File: src/rtl/sifive_int_gw_pkg.sv
// Shared types and defaults for the per-line interrupt gateway.
// Latency: n/a (declarations only).
// Backpressure: n/a.
package sifive_int_gw_pkg;

    // Per-line request state; encoding is fixed so state values stay stable across revisions.
    typedef enum logic [1:0] {
        IDLE = 2'd0,
        PEND = 2'd1,
        INFL = 2'd2
    } gw_state_e;

    // Default width of the per-line edge backlog counter.
    localparam int GW_CNT_W_DEF = 2;

endpackage

File: src/rtl/sifive_int_gw_line.sv
// One interrupt line: synchroniser, edge detect, IDLE/PEND/INFL FSM, edge backlog counter.
// Latency: src stable before edge k -> pending after edge k+SYNC_STAGES; claim/complete act on next edge.
// Backpressure: request held in PEND until claimed; edges during PEND/INFL queue in a saturating backlog.
module sifive_int_gw_line
    import sifive_int_gw_pkg::*;
#(
    parameter bit EDGE        = 1'b0,
    parameter int SYNC_STAGES = 2,
    parameter int CNT_W       = GW_CNT_W_DEF
) (
    input  logic clock,
    input  logic reset_n,
    input  logic src_i,
    input  logic claim_i,
    input  logic complete_i,
    input  logic ovf_clr_i,
    output logic pending_o,
    output logic busy_o,
    output logic ovf_o
);

    localparam logic [CNT_W-1:0] CNT_MAX = '1;

    logic [SYNC_STAGES-1:0] r_sync;
    logic                   r_prev;
    gw_state_e              r_state;
    logic [CNT_W-1:0]       r_cnt;
    logic                   r_pending;
    logic                   r_busy;
    logic                   r_ovf;

    logic                   w_sync;
    logic                   w_rise;
    logic                   w_cnt_nz;
    logic                   w_req;
    gw_state_e              w_state_nxt;
    logic                   w_inc;
    logic                   w_dec;
    logic [CNT_W-1:0]       w_cnt_nxt;
    logic                   w_ovf_set;

    assign w_sync   = r_sync[SYNC_STAGES-1];
    assign w_rise   = w_sync & ~r_prev;
    assign w_cnt_nz = (r_cnt != '0);

    // Plain flop synchroniser plus one-cycle history for rising-edge detection.
    always_ff @(posedge clock or negedge reset_n) begin
        if (!reset_n) begin
            r_sync <= '0;
            r_prev <= 1'b0;
        end else begin
            r_sync <= {r_sync[SYNC_STAGES-2:0], src_i};
            r_prev <= w_sync;
        end
    end

    // Next-state decode: level lines request on the synced level, edge lines on a rise or a queued edge.
    always_comb begin
        w_state_nxt = r_state;
        w_req       = EDGE ? (w_rise | w_cnt_nz) : w_sync;
        case (r_state)
            IDLE:    if (w_req)      w_state_nxt = PEND;
            PEND:    if (claim_i)    w_state_nxt = INFL;
            INFL:    if (complete_i) w_state_nxt = w_cnt_nz ? PEND : IDLE;
            default: w_state_nxt = IDLE;
        endcase
    end

    // State register; outputs are registered from the next state so they never glitch.
    always_ff @(posedge clock or negedge reset_n) begin
        if (!reset_n) begin
            r_state   <= IDLE;
            r_pending <= 1'b0;
            r_busy    <= 1'b0;
        end else begin
            r_state   <= w_state_nxt;
            r_pending <= (w_state_nxt == PEND);
            r_busy    <= (w_state_nxt == INFL);
        end
    end

    // Backlog update: an edge and a re-arming complete in the same cycle cancel out.
    always_comb begin
        w_inc     = EDGE & w_rise & ((r_state == PEND) | (r_state == INFL));
        w_dec     = EDGE & (r_state == INFL) & complete_i & w_cnt_nz;
        w_cnt_nxt = r_cnt;
        w_ovf_set = 1'b0;
        if (w_inc && !w_dec) begin
            if (r_cnt == CNT_MAX) begin
                w_ovf_set = 1'b1;
            end else begin
                w_cnt_nxt = r_cnt + 1'b1;
            end
        end else if (w_dec && !w_inc) begin
            w_cnt_nxt = r_cnt - 1'b1;
        end
    end

    // Counter and sticky overflow; a lost edge beats a simultaneous clear.
    always_ff @(posedge clock or negedge reset_n) begin
        if (!reset_n) begin
            r_cnt <= '0;
            r_ovf <= 1'b0;
        end else begin
            r_cnt <= w_cnt_nxt;
            if (w_ovf_set) begin
                r_ovf <= 1'b1;
            end else if (ovf_clr_i) begin
                r_ovf <= 1'b0;
            end
        end
    end

    assign pending_o = r_pending;
    assign busy_o    = r_busy;
    assign ovf_o     = r_ovf;

endmodule

File: src/rtl/sifive_int_gateway.sv
// Interrupt gateway: N_SRC independent lines, each level- or edge-qualified by EDGE_MASK.
// Latency: SYNC_STAGES edges from stable source to pending; one edge for claim/complete.
// Backpressure: each line holds its request until claimed and completed; ovf_o flags lost edges.
module sifive_int_gateway
    import sifive_int_gw_pkg::*;
#(
    parameter int               N_SRC       = 4,
    parameter int               SYNC_STAGES = 2,
    parameter logic [N_SRC-1:0] EDGE_MASK   = {N_SRC{1'b0}},
    parameter int               CNT_W       = GW_CNT_W_DEF
) (
    input  logic             clock,
    input  logic             reset_n,
    input  logic [N_SRC-1:0] src_i,
    input  logic [N_SRC-1:0] claim_i,
    input  logic [N_SRC-1:0] complete_i,
    input  logic             ovf_clr_i,
    output logic [N_SRC-1:0] pending_o,
    output logic [N_SRC-1:0] busy_o,
    output logic [N_SRC-1:0] ovf_o
);

    logic w_ovf_clr;

    assign w_ovf_clr = ovf_clr_i;

    for (genvar g = 0; g < N_SRC; g++) begin : g_line
        sifive_int_gw_line #(
            .EDGE        (EDGE_MASK[g]),
            .SYNC_STAGES (SYNC_STAGES),
            .CNT_W       (CNT_W)
        ) u_line (
            .clock      (clock),
            .reset_n    (reset_n),
            .src_i      (src_i[g]),
            .claim_i    (claim_i[g]),
            .complete_i (complete_i[g]),
            .ovf_clr_i  (w_ovf_clr),
            .pending_o  (pending_o[g]),
            .busy_o     (busy_o[g]),
            .ovf_o      (ovf_o[g])
        );
    end

endmodule

File: config.mk
export PLATFORM = sky130hd
export DESIGN_NAME = sifive_int_gateway
export DESIGN_NICKNAME = d
export VERILOG_FILES = /design/src/rtl/sifive_int_gw_pkg.sv /design/src/rtl/sifive_int_gw_line.sv /design/src/rtl/sifive_int_gateway.sv
export SDC_FILE = /design/constraint.sdc
export NUM_CORES = 1
export LEC_CHECK = 0
export ABC_CLOCK_PERIOD_IN_PS = 1150
export CAP_MARGIN = 25
export CORE_MARGIN = 2
export CORE_UTILIZATION = 45
export DETAILED_ROUTE_END_ITERATION = 6
export GPL_TIMING_DRIVEN = 1
export PLACE_DENSITY = 0.89
export SLEW_MARGIN = 20
export SYNTH_ARGS = -nofsm -noshare
export SYNTH_HDL_FRONTEND = slang
export SYNTH_HIERARCHICAL = 1
export SYNTH_SLANG_ARGS = --single-unit
File: constraint.sdc
create_clock -name clock -period 1.15 [get_ports clock]
set_input_delay 0.1725 -clock clock [delete_from_list [all_inputs] [get_ports clock]]
set_output_delay 0.1725 -clock clock [all_outputs]
set_load 0.02 [all_outputs]
# Word-level counts from Yosys, hierarchy flattened
# Index checks and enable logic that the tools add are counted.
[totals] reg_bits=24 latch_bits=0 ram_bits=0 romBits=0 input_bits=15 output_inout_bits=12 elab_cells=52 n_memories=0
[op_classes] add_sub_neg=0 n_mul=0 n_div=0 n_lt_le_gt_ge=0 eq_ne=16 n_shift=0 muxes=16 n_bitwise=0 n_reduce_logical=4
[ops] cell="two-way mux 2 bit" count=12
[ops] cell="one-hot mux 2 bit (3 select lines)" count=4
[ops] cell="equality test 2 x 1 -> 1 bit, second input constant" count=8
[ops] cell="equality test 2 bit, second input constant" count=8
[ops] cell="logical NOT 2 bit" count=4

# Depth between registers and ports, before layout
# Gate-level depths: netlist (run 1).
[depth] word_depth=3 mapped_depth=2

# By module
# The synthesis (run 1) kept the hierarchy.
[by_module_without_submodules] mod="sifive_int_gw_line" n_inst=4 cells_each=16 area_each_um2=207.7

# Worst setup path after synthesis (run 1)
# OpenSTA, ideal clock, no wires.
[synth_timing] path_kind="register -> register" start="register g_line[0].u_line.r_state[0]" end="register g_line[0].u_line.r_pending" setup_time_ns=0.077 arrival_ns=0.702 t_required_ns=1.073 setup_slack_ns=0.370 stages_incl_launch_ff=3 synth_period_minus_slack_ns=0.780 cell_sequence="dfrtp_1 or2b_1 a21oi_1"
[synth_between] elab_chain_cells=3
[synth_lines] item="start, declared" line_no="sifive_int_gw_line.sv:26" text="gw_state_e r_state;"
[synth_lines] item="start signal, assigned" line_no="sifive_int_gw_line.sv:76" text="r_state <= w_state_nxt;"
[synth_lines] item="equality test 2 bit, or another cell as far along"
[synth_lines] item="one-hot mux 2 bit (3 select lines) (*)" line_no="sifive_int_gw_line.sv:61" text="case (r_state)"
[synth_lines] item="equality test 2 x 1 -> 1 bit (*)" line_no="sifive_int_gw_line.sv:77" text="r_pending <= (w_state_nxt == PEND);"
[synth_lines] item="end signal, assigned" line_no="sifive_int_gw_line.sv:77"
[synth_lines] item="end, declared" line_no="sifive_int_gw_line.sv:28" text="logic r_pending;"
# Every way passes the cells marked *; elsewhere a longest branch is shown, timed or not.

# Worst setup path in the final report (run 1)
[layout_timing] start="register g_line[3].u_line.r_busy" end="output busy_o[3]"
[layout_lines] item="start, declared" line_no="sifive_int_gw_line.sv:29" text="logic r_busy;"
[layout_lines] item="start signal, assigned" line_no="sifive_int_gw_line.sv:78" text="r_busy <= (w_state_nxt == INFL);"
[layout_lines] item="end, declared" line_no="sifive_int_gateway.sv:19" text="output logic [N_SRC-1:0] busy_o,"
# No word-level cell between the ends.

==> impl_summary.txt, run 1 <==
----------------------------------------------------
[Run status]
  Status ... finished clean

[Routing]
  Antenna viol nets, final ... 0
  Drt initial violations ... 4
  Total vias in the final route ... 525
  Post-route DRC violation count ... 0
  Total Wirelength ... 1.29 mm
  Via/cell ratio ... 4.73
  Total iterations of the first detailed-routing run ... 4
  Routed wire per std cell ... 11.6 µm

[Timing]
  Highest Clock Rate ... 898 MHz
  Final setup violation count ... 0
  Final Max Slew Viols ... 0
  Unrepaired setup endpoints after global routing ... false
  Final sum of negative setup slack ... 0 ns
  Final clock skew ... 0.00620 ns
  Period Utilization, post-route ... 0.968
  Post-layout min period ... 1.11 ns
  Hold Violations, Final ... 0

[Floorplan]
  Floorplan Core Area ... 1730 µm²
  Top-Level Pins ... 27
  Area of the die ... 2210 µm²
  Effective utilization at floorplan ... 0.481
  X dimension of the die ... 47.0 µm
  Vertical die dimension ... between 40 and 50 µm
  Site Rows ... 15

[GRT]
  Global-route wire length before repair ... just over 2 mm
  Pin count of the biggest net entering global routing ... 25
  Number of global-route vias before repair ... ~460
  Tot GR Track Use ... 0.134
  Initial antenna violation count ... 0
  Total gr overflow ... 0

[Clock network]
  Clock sink count ... 24
  Max Root-Sink Buffers ... 2
  TritonCTS clock tree ... built
  Clock buffers created by TritonCTS ... 3
  Clock network latency to the later pin of the worst-skew pair ... 0.30 ns
  H-tree depth reported by CTS ... 1
  Hold buffer count at CTS ... 0
  Buffer type at the clock tree root ... sky130_fd_sc_hd__clkbuf_4
  Clock-pin slew reported for the worst setup and hold paths after clock tree synthesis ... 0.12 ns

[Power]
  Largest vdd supply drop ... ~1100 µV
  Internal power contribution ... between 1500 and 2000 µW
  Clock network fraction of total power ... 0.167
  Share of power burned in combinational logic ... 0.298
  Net switching fraction of the power ... 0.335
  Leak Pwr ... ~0.0005 µW
  Sequential fraction of design power ... 0.535
  Switching power total ... 822 µW
  Cell area power density ... about 2300 nW/µm²

[Finish]
  Filler instances ... 147
  Commonest non-fill, non-tap cells in the layout ... sky130_fd_sc_hd__dfrtp_1 (24), sky130_fd_sc_hd__clkdlybuf4s50_1 (13), sky130_fd_sc_hd__nand2b_1 (8), sky130_fd_sc_hd__a21oi_1 (8), sky130_fd_sc_hd__o22ai_1 (8)
  Area used by sequential logic in the layout ... around 600 µm²
  Final layout net count ... 102
  Fin cells ... 111
  Ratio of cells with drive above 1 in the final layout ... 0.151
  Count of antenna diodes in the layout ... 0
  Area used by multi-input combinational logic ... 200 µm²
  Synth-to-layout area growth ... 28.2%
  Most common library cell in the layout ignoring fill and taps ... sky130_fd_sc_hd__dfrtp_1

[Critical path]
  Req. time, crit path ... 0.98 ns
  CP Buf/Inv Count ... 1
  Critical path data arrival time ... approximately 0.94 ns
  Largest stage delay on the critical path ... between 0.3 and 0.4 ns
  Highest net fanout along the worst path ... 1
  Crit path capture type ... output port
  Classification of the worst setup path ... reg2out
  Startpoint type of the worst setup path ... flop
  Cell-by-cell trace of the critical path ... clkdlybuf4s15_2
  Kind of cell adding the most delay to the critical path ... flip-flops
  Cell with the largest stage delay on the worst path ... sky130_fd_sc_hd__dfrtp_1

[Synthesis]
  Post-synthesis sequential area ratio ... 0.723
  Flops & latches, synth ... 24
  Largest area contributor in the netlist ... sky130_fd_sc_hd__dfrtp_1
  Distinct cell type count after synthesis ... 8
  Count of synthesis-stage warnings from yosys ... 6
  Share of the synthesized area in the top cell type ... 0.723
  Post-Synthesis Cells ... between 60 and 70
  Netlist area before placement ... slightly above 800 µm²
  Cells taking the most area after synthesis ... sky130_fd_sc_hd__dfrtp_1 (72%), sky130_fd_sc_hd__nand2b_1 (6.0%), sky130_fd_sc_hd__o22ai_1 (6.0%)
  Syn_area_per_cell ... 13.0 µm²
  Number of nets in the synthesized netlist ... just under 80

[Place]
  Routability cong. ... 0.752
  Inst Count DP ... ~110
  PortBufs ... 21
  Half-perimeter wire length after detailed placement ... 1.01 mm

[Flow run]
  Max capacitance violation total ... 0

[Hold path]
  Class of the most critical hold timing path ... in2async

----------------------------------------------------
[final cells by class]
class / count / share of cell area
sequential: 24 / 0.564
multi-input combinational: 36 / 0.188
timing repair buffer: 22 / 0.184
clock buffer: 4 / 0.0341
tap: 25 / 0.0294
[cells in the mapped netlist]
| cell type | instances |
|---|---|
| sky130_fd_sc_hd__dfrtp_1 | 24 |
| sky130_fd_sc_hd__a21oi_1 | 8 |
| sky130_fd_sc_hd__nand2b_1 | 8 |
| sky130_fd_sc_hd__o22ai_1 | 8 |
| sky130_fd_sc_hd__buf_4 | 4 |
| sky130_fd_sc_hd__conb_1 | 4 |
| sky130_fd_sc_hd__nand2_1 | 4 |
| sky130_fd_sc_hd__or2b_1 | 4 |
[power groups by stage]
stage	Combinational [µW]	Sequential (µW)	Clock [µW]
finish	731	1310	411
global route	800	1360	462
CTS	802	1320	428
detailed placement	861	1340	0
global placement	822	1300	0
floorplan	299	1470	0
[state kept, by name, indices dropped and copies added, names as in the netlist]
name                     cells
g_line.u_line/r_sync         8
g_line.u_line/pending_o      4
g_line.u_line/busy_o         4
g_line.u_line/r_state        8
[stage by stage]
stage	hold slack (ns)	power [µW]	instance area, µm²	setup WS, ns	util
finish	0.202	2450	1060	0.0369	0.617
CTS	0.199	2550	1100	0.00462	0.638
global placement	0.334	2120	1060	0.0821	0.615
global route	0.195	2630	1060	0.00622	0.617
floorplan	-0.123	1770	831	0.370	-
detailed placement	0.336	2200	1060	0.0479	0.615
[layer usage]
layer,GRT usage,wire [µm]
met3,0.0231,71
met4,0.0500,5
met5,0,0
met1,0.171,500
met2,0.230,710
[logic make-up after synthesis]
logic type	count (synthesis)	share of synthesized area
compound gates	16	0.108
buf+inv	4	0.0361
other cells	4	0.0181
simple gates	16	0.114
flops	24	0.723
[repair_timing]
item / CTS / global route
endpoints found under the hold margin: 0 / 0
buffers inserted: 0 / 0
endpoints found under the setup margin: 8 / 7
gates cloned: 0 / 0
pin swaps: 0 / 0
gates resized for setup: 18 / 7
[worst reg2reg max path, cell delays in order (launching register included)]
cell and delay, ns:
sky130_fd_sc_hd__dfrtp_1 0.42, sky130_fd_sc_hd__or2b_1 0.27, sky130_fd_sc_hd__a21oi_1 0.15
[path summary, 6_finish.rpt]
check	from	slack, ns	endpoint	depth (start not counted)
setup / recovery	g_line[3].u_line/busy_o$_DFF_PN0_	0.04	busy_o[3]	1
min in group clock	src_i[3]	0.30	g_line[3].u_line/r_sync[0]$_DFF_PN0_	1
max in group asynchronous	reset_n	0.80	g_line[0].u_line/r_sync[1]$_DFF_PN0_	2
hold / removal	reset_n	0.20	g_line[1].u_line/pending_o$_DFF_PN0_	2
setup reg to reg	g_line[1].u_line/r_state[0]$_DFF_PN0_	0.24	g_line[1].u_line/r_state[0]$_DFF_PN0_	2
hold reg to reg	g_line[0].u_line/r_sync[0]$_DFF_PN0_	0.36	g_line[0].u_line/r_sync[1]$_DFF_PN0_	0
No activity file was read; power rests on OpenSTA's default activity.
==> inputs of run 2 (changes only) <==
- GPL_TIMING_DRIVEN: 1 -> 0
- TNS_END_PERCENT: unset -> 50
==> run 2 against run 1 <==
Compared with the run above:
- critical path depth stayed put
- maximum frequency up 0.48%
- die area stayed put
- sequential share of layout area is 0.40 points lower
- cell area up 0.71%
- combinational power up 2.7%
- global-route usage grew 1.0 points
- largest cell class unchanged
- highest routed layer is now met3
==> impl_summary.txt, run 2 (synthesis gave the netlist of run 1 again) <==
----------------------------------------------------
[Timing]
  Final clock skew ... 0.00322 ns (-0.00298 ns)
  Final Max Slew Viols ... 0 (unchanged)
  Period Utilization, post-route ... 0.963 (-0.00463)
  Unrepaired setup endpoints after global routing ... false
  Final sum of negative setup slack ... 0 ns (unchanged)
  Highest Clock Rate ... 903 MHz (+0.48%)
  Final setup violation count ... 0 (unchanged)
  Post-layout min period ... 1.11 ns (-0.00533 ns)
  Hold WS ... 0.301 ns (+0.0986 ns)
  Hold Violations, Final ... 0 (unchanged)

[Clock network]
  Buffer type at the clock tree root ... sky130_fd_sc_hd__clkbuf_4
  H-tree depth reported by CTS ... 1 (unchanged)
  Clock sink count ... 24 (unchanged)
  Clock network latency to the later pin of the worst-skew pair ... 0.30 ns (about the same)
  Clock buffers created by TritonCTS ... 3 (unchanged)
  TritonCTS clock tree ... built
  Max Root-Sink Buffers ... 2 (unchanged)
  Clock-pin slew reported for the worst setup and hold paths after clock tree synthesis ... 0.12 ns (about the same)

[Critical path]
  Largest stage delay on the critical path ... 0.39 ns (about the same)
  Critical path data arrival time ... 0.94 ns (about the same)
  Kind of cell adding the most delay to the critical path ... flip-flops
  Classification of the worst setup path ... reg2out
  Crit path capture type ... output port
  Req. time, crit path ... 0.98 ns (about the same)
  Cell with the largest stage delay on the worst path ... sky130_fd_sc_hd__dfrtp_1
  CP Buf/Inv Count ... 1 (unchanged)
  Highest net fanout along the worst path ... 1 (unchanged)
  Startpoint type of the worst setup path ... flop
  Cell-by-cell trace of the critical path ... clkdlybuf4s15_2

[Routing]
  Post-route DRC violation count ... 0 (unchanged)
  Total iterations of the first detailed-routing run ... 2 (-2)
  Drt initial violations ... 3 (-1)
  Routed wire per std cell ... 11.9 µm (+2.6%)
  Total vias in the final route ... 533 (+1.5%)
  Via/cell ratio ... 4.68 (-1.1%)
  Antenna viol nets, final ... 0 (unchanged)
  Total Wirelength ... 1.36 mm (+5.4%)

[Finish]
  Count of antenna diodes in the layout ... 0 (unchanged)
  Final layout net count ... 106 (+3.9%)
  Fin util ... 0.621 (+0.00435)
  Ratio of cells with drive above 1 in the final layout ... 0.180 (+0.0286)
  Top Registers ... g_line.u_line/r_state (8), g_line.u_line/r_sync (8)
  Commonest non-fill, non-tap cells in the layout ... sky130_fd_sc_hd__dfrtp_1 (24), sky130_fd_sc_hd__clkdlybuf4s50_1 (12), sky130_fd_sc_hd__nand2b_1 (8), sky130_fd_sc_hd__a21oi_1 (8), sky130_fd_sc_hd__o22ai_1 (8)
  Synth-to-layout area growth ... 29.1%
  Most common library cell in the layout ignoring fill and taps ... sky130_fd_sc_hd__dfrtp_1

[GRT]
  Initial antenna violation count ... 0 (unchanged)
  Pin count of the biggest net entering global routing ... 25 (unchanged)
  Global-route wire length before repair ... 2.15 mm (+6.1%)
  Number of global-route vias before repair ... 541 (+18%)
  Tot GR Track Use ... 0.145 (+0.0104)
  Total gr overflow ... 0 (unchanged)

[Place]
  Routability cong. ... 0.740 (-1.6%)
  Half-perimeter wire length after detailed placement ... 1.03 mm (+1.9%)
  PortBufs ... 21 (unchanged)

[Floorplan]
  Top-Level Pins ... 27 (unchanged)
  X dimension of the die ... 47.0 µm (unchanged)
  Site Rows ... 15 (unchanged)
  Area of the die ... 2210 µm² (unchanged)
  Effective utilization at floorplan ... 0.481 (unchanged)
  Vertical die dimension ... 47.0 µm (unchanged)
  Floorplan Core Area ... 1730 µm² (unchanged)

[Power]
  Cell area power density ... 2240 nW/µm² (-2.8%)
  Largest vdd supply drop ... 1190 µV (+11%)
  Leak Pwr ... 0.000497 µW (+1.9%)

[Run status]
  Status ... finished clean

[Hold path]
  Class of the most critical hold timing path ... in2reg

[Flow run]
  Max capacitance violation total ... 0 (unchanged)

----------------------------------------------------
run 2: cell count changes in the layout (fill, tap and decap cells not counted):
cell / delta
sky130_fd_sc_hd__buf_4: +4
sky130_fd_sc_hd__buf_12: -1
sky130_fd_sc_hd__clkbuf_8: -1
sky130_fd_sc_hd__clkdlybuf4s15_2: +1
sky130_fd_sc_hd__clkdlybuf4s50_1: -1
sky130_fd_sc_hd__dlygate4sd3_1: +1
run 2: timing repair:
item                                    CTS  global route
endpoints found under the hold margin     0            24
hold buffers                              0             1
setup buffers                             0             0
resized for setup                        18             6
endpoints found under the setup margin    8             6
run 2: final timing paths:
path	from	slack (ns)	cells after the start	end
setup / recovery	g_line[3].u_line/busy_o$_DFF_PN0_	0.04	1	busy_o[3]
hold / removal	src_i[3]	0.30	1	g_line[3].u_line/r_sync[0]$_DFF_PN0_
setup reg to reg	g_line[1].u_line/r_state[0]$_DFF_PN0_	0.23	2	g_line[1].u_line/r_state[0]$_DFF_PN0_
hold reg to reg	g_line[3].u_line/r_sync[0]$_DFF_PN0_	0.36	0	g_line[3].u_line/r_sync[1]$_DFF_PN0_
max in group asynchronous	reset_n	0.45	2	g_line[3].u_line/r_sync[0]$_DFF_PN0_
min in group asynchronous	reset_n	0.36	2	g_line[1].u_line/pending_o$_DFF_PN0_
run 2: layout make-up:
type,count,area [µm²]
Buffer,4,30.0
Sequential cell,24,601
Tap cell,25,31.3
Clock buffer,3,22.5
Multi-Input combinational cell,36,200
Timing Repair Buffer,22,188
Fill cell,144,654
run 2: power by group:
part	leakage, µW	switching (µW)	internal [µW]
combinational	0.000186	416	335
clock	0.0000138	217	122
sequential	0.000297	194	1120
run 2: worst reg2reg max path, cell delays in order, from the launching register on:
cell                      delay (ns)
sky130_fd_sc_hd__dfrtp_1        0.42
sky130_fd_sc_hd__or2b_1         0.27
sky130_fd_sc_hd__a21oi_1        0.16
run 2: per-layer routing:
| metal | up-vias | global-route usage | part of all wire |
|---|---|---|---|
| li1 | 260 | - | - |
| met1 | 255 | 0.141 | 0.38 |
| met2 | 18 | 0.279 | 0.56 |
| met3 | 0 | 0.0462 | 0.060 |
| met4 | 0 | 0.0556 | 0 |
| met5 | - | 0 | 0 |
run 2: per-stage QoR:
step	cell area (µm²)	setup slack, ns	instances	total power, µW
after floorplan	831	0.370	64	1770
after global placement	1070	-0.249	110	2130
after detailed placement	1070	-0.293	110	2200
after CTS	1100	0.00718	113	2470
after global routing	1070	0.00422	114	2570
final	1070	0.0422	114	2400
==> inputs of run 3 (changes only) <==
- SKIP_CTS_REPAIR_TIMING: unset -> 1
==> run 3 against run 2 <==
Compared with the run above:
- die area unchanged
- global-route usage unchanged
- critical path type unchanged
- highest routed layer unchanged
- largest cell class unchanged
- critical endpoint unchanged
- worst setup slack better by 0.038 ns
- power up 3.3%
- largest power group unchanged
- sequential share of layout area down 2.4 points
- core utilization up 2.8 points
==> impl_summary.txt, run 3 (synthesis gave the netlist of run 1 again) <==
----------------------------------------------------
[Run status]
  Status ... finished clean

[Power]
  Leak Pwr ... 0.000600 µW (+21%)
  Largest vdd supply drop ... 1210 µV (+1.2%)
  Cell area power density ... 2220 nW/µm² (-1.1%)

[Critical path]
  Highest net fanout along the worst path ... 1 (unchanged)
  Crit path capture type ... output port
  CP Buf/Inv Count ... 1 (unchanged)
  CP startpoint ... g_line[3].u_line/busy_o$_DFF_PN0_
  Critical path data arrival time ... 0.90 ns (-0.04 ns)
  Largest stage delay on the critical path ... 0.39 ns (about the same)
  Req. time, crit path ... 0.98 ns (about the same)
  Cell with the largest stage delay on the worst path ... sky130_fd_sc_hd__dfrtp_1
  Cell-by-cell trace of the critical path ... dlymetal6s2s_1
  Kind of cell adding the most delay to the critical path ... flip-flops
  Startpoint type of the worst setup path ... flop
  Critical register-to-register path startpoint ... g_line[1].u_line/r_state[0]$_DFF_PN0_
  Classification of the worst setup path ... reg2out

[Place]
  Routability cong. ... 0.740 (unchanged)
  Half-perimeter wire length after detailed placement ... 1.03 mm (unchanged)
  PortBufs ... 21 (unchanged)

[Routing]
  Via/cell ratio ... 4.65 (-0.56%)
  Antenna viol nets, final ... 0 (unchanged)
  Drt initial violations ... 3 (unchanged)
  Total Wirelength ... 1.40 mm (+2.8%)
  Post-route DRC violation count ... 0 (unchanged)
  Total vias in the final route ... 530 (-0.56%)
  Routed wire per std cell ... 12.2 µm (+2.8%)
  Total iterations of the first detailed-routing run ... 2 (unchanged)

[Floorplan]
  Top-Level Pins ... 27 (unchanged)
  Area of the die ... 2210 µm² (unchanged)
  Effective utilization at floorplan ... 0.481 (unchanged)
  X dimension of the die ... 47.0 µm (unchanged)
  Vertical die dimension ... 47.0 µm (unchanged)
  Floorplan Core Area ... 1730 µm² (unchanged)
  Site Rows ... 15 (unchanged)

[Timing]
  Post-layout min period ... 1.07 ns (-0.0378 ns)
  Final sum of negative setup slack ... 0 ns (unchanged)
  Final clock skew ... 0.00286 ns (-0.000361 ns)
  Max-slew headroom ... 0.667
  Unrepaired setup endpoints after global routing ... false
  Highest Clock Rate ... 935 MHz (+3.5%)
  Hold WS ... 0.301 ns (+0.0000130 ns)
  Period Utilization, post-route ... 0.930 (-0.0329)
  Transition at the pin with the smallest max-transition slack ... 0.500 ns
  Final setup violation count ... 0 (unchanged)
  Hold Violations, Final ... 0 (unchanged)
  Final Max Slew Viols ... 0 (unchanged)

[Flow run]
  Max capacitance violation total ... 0 (unchanged)

[Finish]
  Final layout net count ... 106 (unchanged)
  Top Registers ... g_line.u_line/r_state (8), g_line.u_line/r_sync (8)
  Count of antenna diodes in the layout ... 0 (unchanged)
  Fin util ... 0.649 (+0.0275)
  Commonest non-fill, non-tap cells in the layout ... sky130_fd_sc_hd__dfrtp_1 (24), sky130_fd_sc_hd__clkdlybuf4s50_1 (12)
  Most common library cell in the layout ignoring fill and taps ... sky130_fd_sc_hd__dfrtp_1
  Synth-to-layout area growth ... 34.8%
  Ratio of cells with drive above 1 in the final layout ... 0.0899 (-0.0899)

[Clock network]
  Clock sink count ... 24 (unchanged)
  Clock buffers created by TritonCTS ... 3 (unchanged)
  Max Root-Sink Buffers ... 2 (unchanged)
  TritonCTS clock tree ... built
  H-tree depth reported by CTS ... 1 (unchanged)
  Clock network latency to the later pin of the worst-skew pair ... 0.29 ns (about the same)
  Buffer type at the clock tree root ... sky130_fd_sc_hd__clkbuf_4
  Clock-pin slew reported for the worst setup and hold paths after clock tree synthesis ... 0.12 ns (about the same)

[Hold path]
  Class of the most critical hold timing path ... in2reg
  Hold_sp ... src_i[3]

[GRT]
  Initial antenna violation count ... 0 (unchanged)
  Total gr overflow ... 0 (unchanged)
  Global-route wire length before repair ... 2.15 mm (unchanged)
  Number of global-route vias before repair ... 541 (unchanged)
  Tot GR Track Use ... 0.145 (unchanged)
  Pin count of the biggest net entering global routing ... 25 (unchanged)

----------------------------------------------------
run 3: cell types whose count changed in the layout (fill, tap and decap cells not counted), sizes merged:
| cell | delta |
|---|---|
| clkbuf | -6 |
| clkdlybuf4s15 | -2 |
| dlymetal6s2s | +8 |
run 3: worst paths after layout:
check                                                        end  cells after the start  slack [ns]
min reg2reg                 g_line[3].u_line/r_sync[1]$_DFF_PN0_                      0        0.36
max in group asynchronous   g_line[3].u_line/r_sync[0]$_DFF_PN0_                      2        0.45
min                         g_line[3].u_line/r_sync[0]$_DFF_PN0_                      1        0.30
max                                                    busy_o[3]                      1        0.08
max reg2reg                g_line[1].u_line/r_state[0]$_DFF_PN0_                      2        0.23
min in group asynchronous   g_line[1].u_line/pending_o$_DFF_PN0_                      2        0.36
run 3: layout make-up:
class	count	area, µm²
fill	139	607
sequential	24	601
multi-input combinational	36	200
clock buffer	3	22.5
buffer	4	30.0
timing repair buffer	22	235
tap	25	31.3
run 3: layer usage:
metal | track usage | share of wire
met1 | 0.141 | 0.39
met2 | 0.279 | 0.55
met3 | 0.0462 | 0.059
met4 | 0.0556 | 0
met5 | 0 | 0
run 3: metrics by stage:
step	std cells	cell area [µm²]	setup WS [ns]	power, µW
after floorplan	64	831	0.370	1770
after global placement	110	1070	-0.249	2130
after detailed placement	110	1070	-0.293	2200
after CTS	113	1090	-0.291	2530
after global routing	114	1120	0.0383	2650
final	114	1120	0.0800	2480
run 3: report_power, final:
| group | internal [µW] | switching (µW) | leakage [µW] | total [µW] |
|---|---|---|---|---|
| clock network | 122 | 216 | 0.0000138 | 338 |
| registers | 1120 | 192 | 0.000297 | 1310 |
| logic | 417 | 417 | 0.000288 | 834 |
| total | 1660 | 825 | 0.000600 | 2480 |
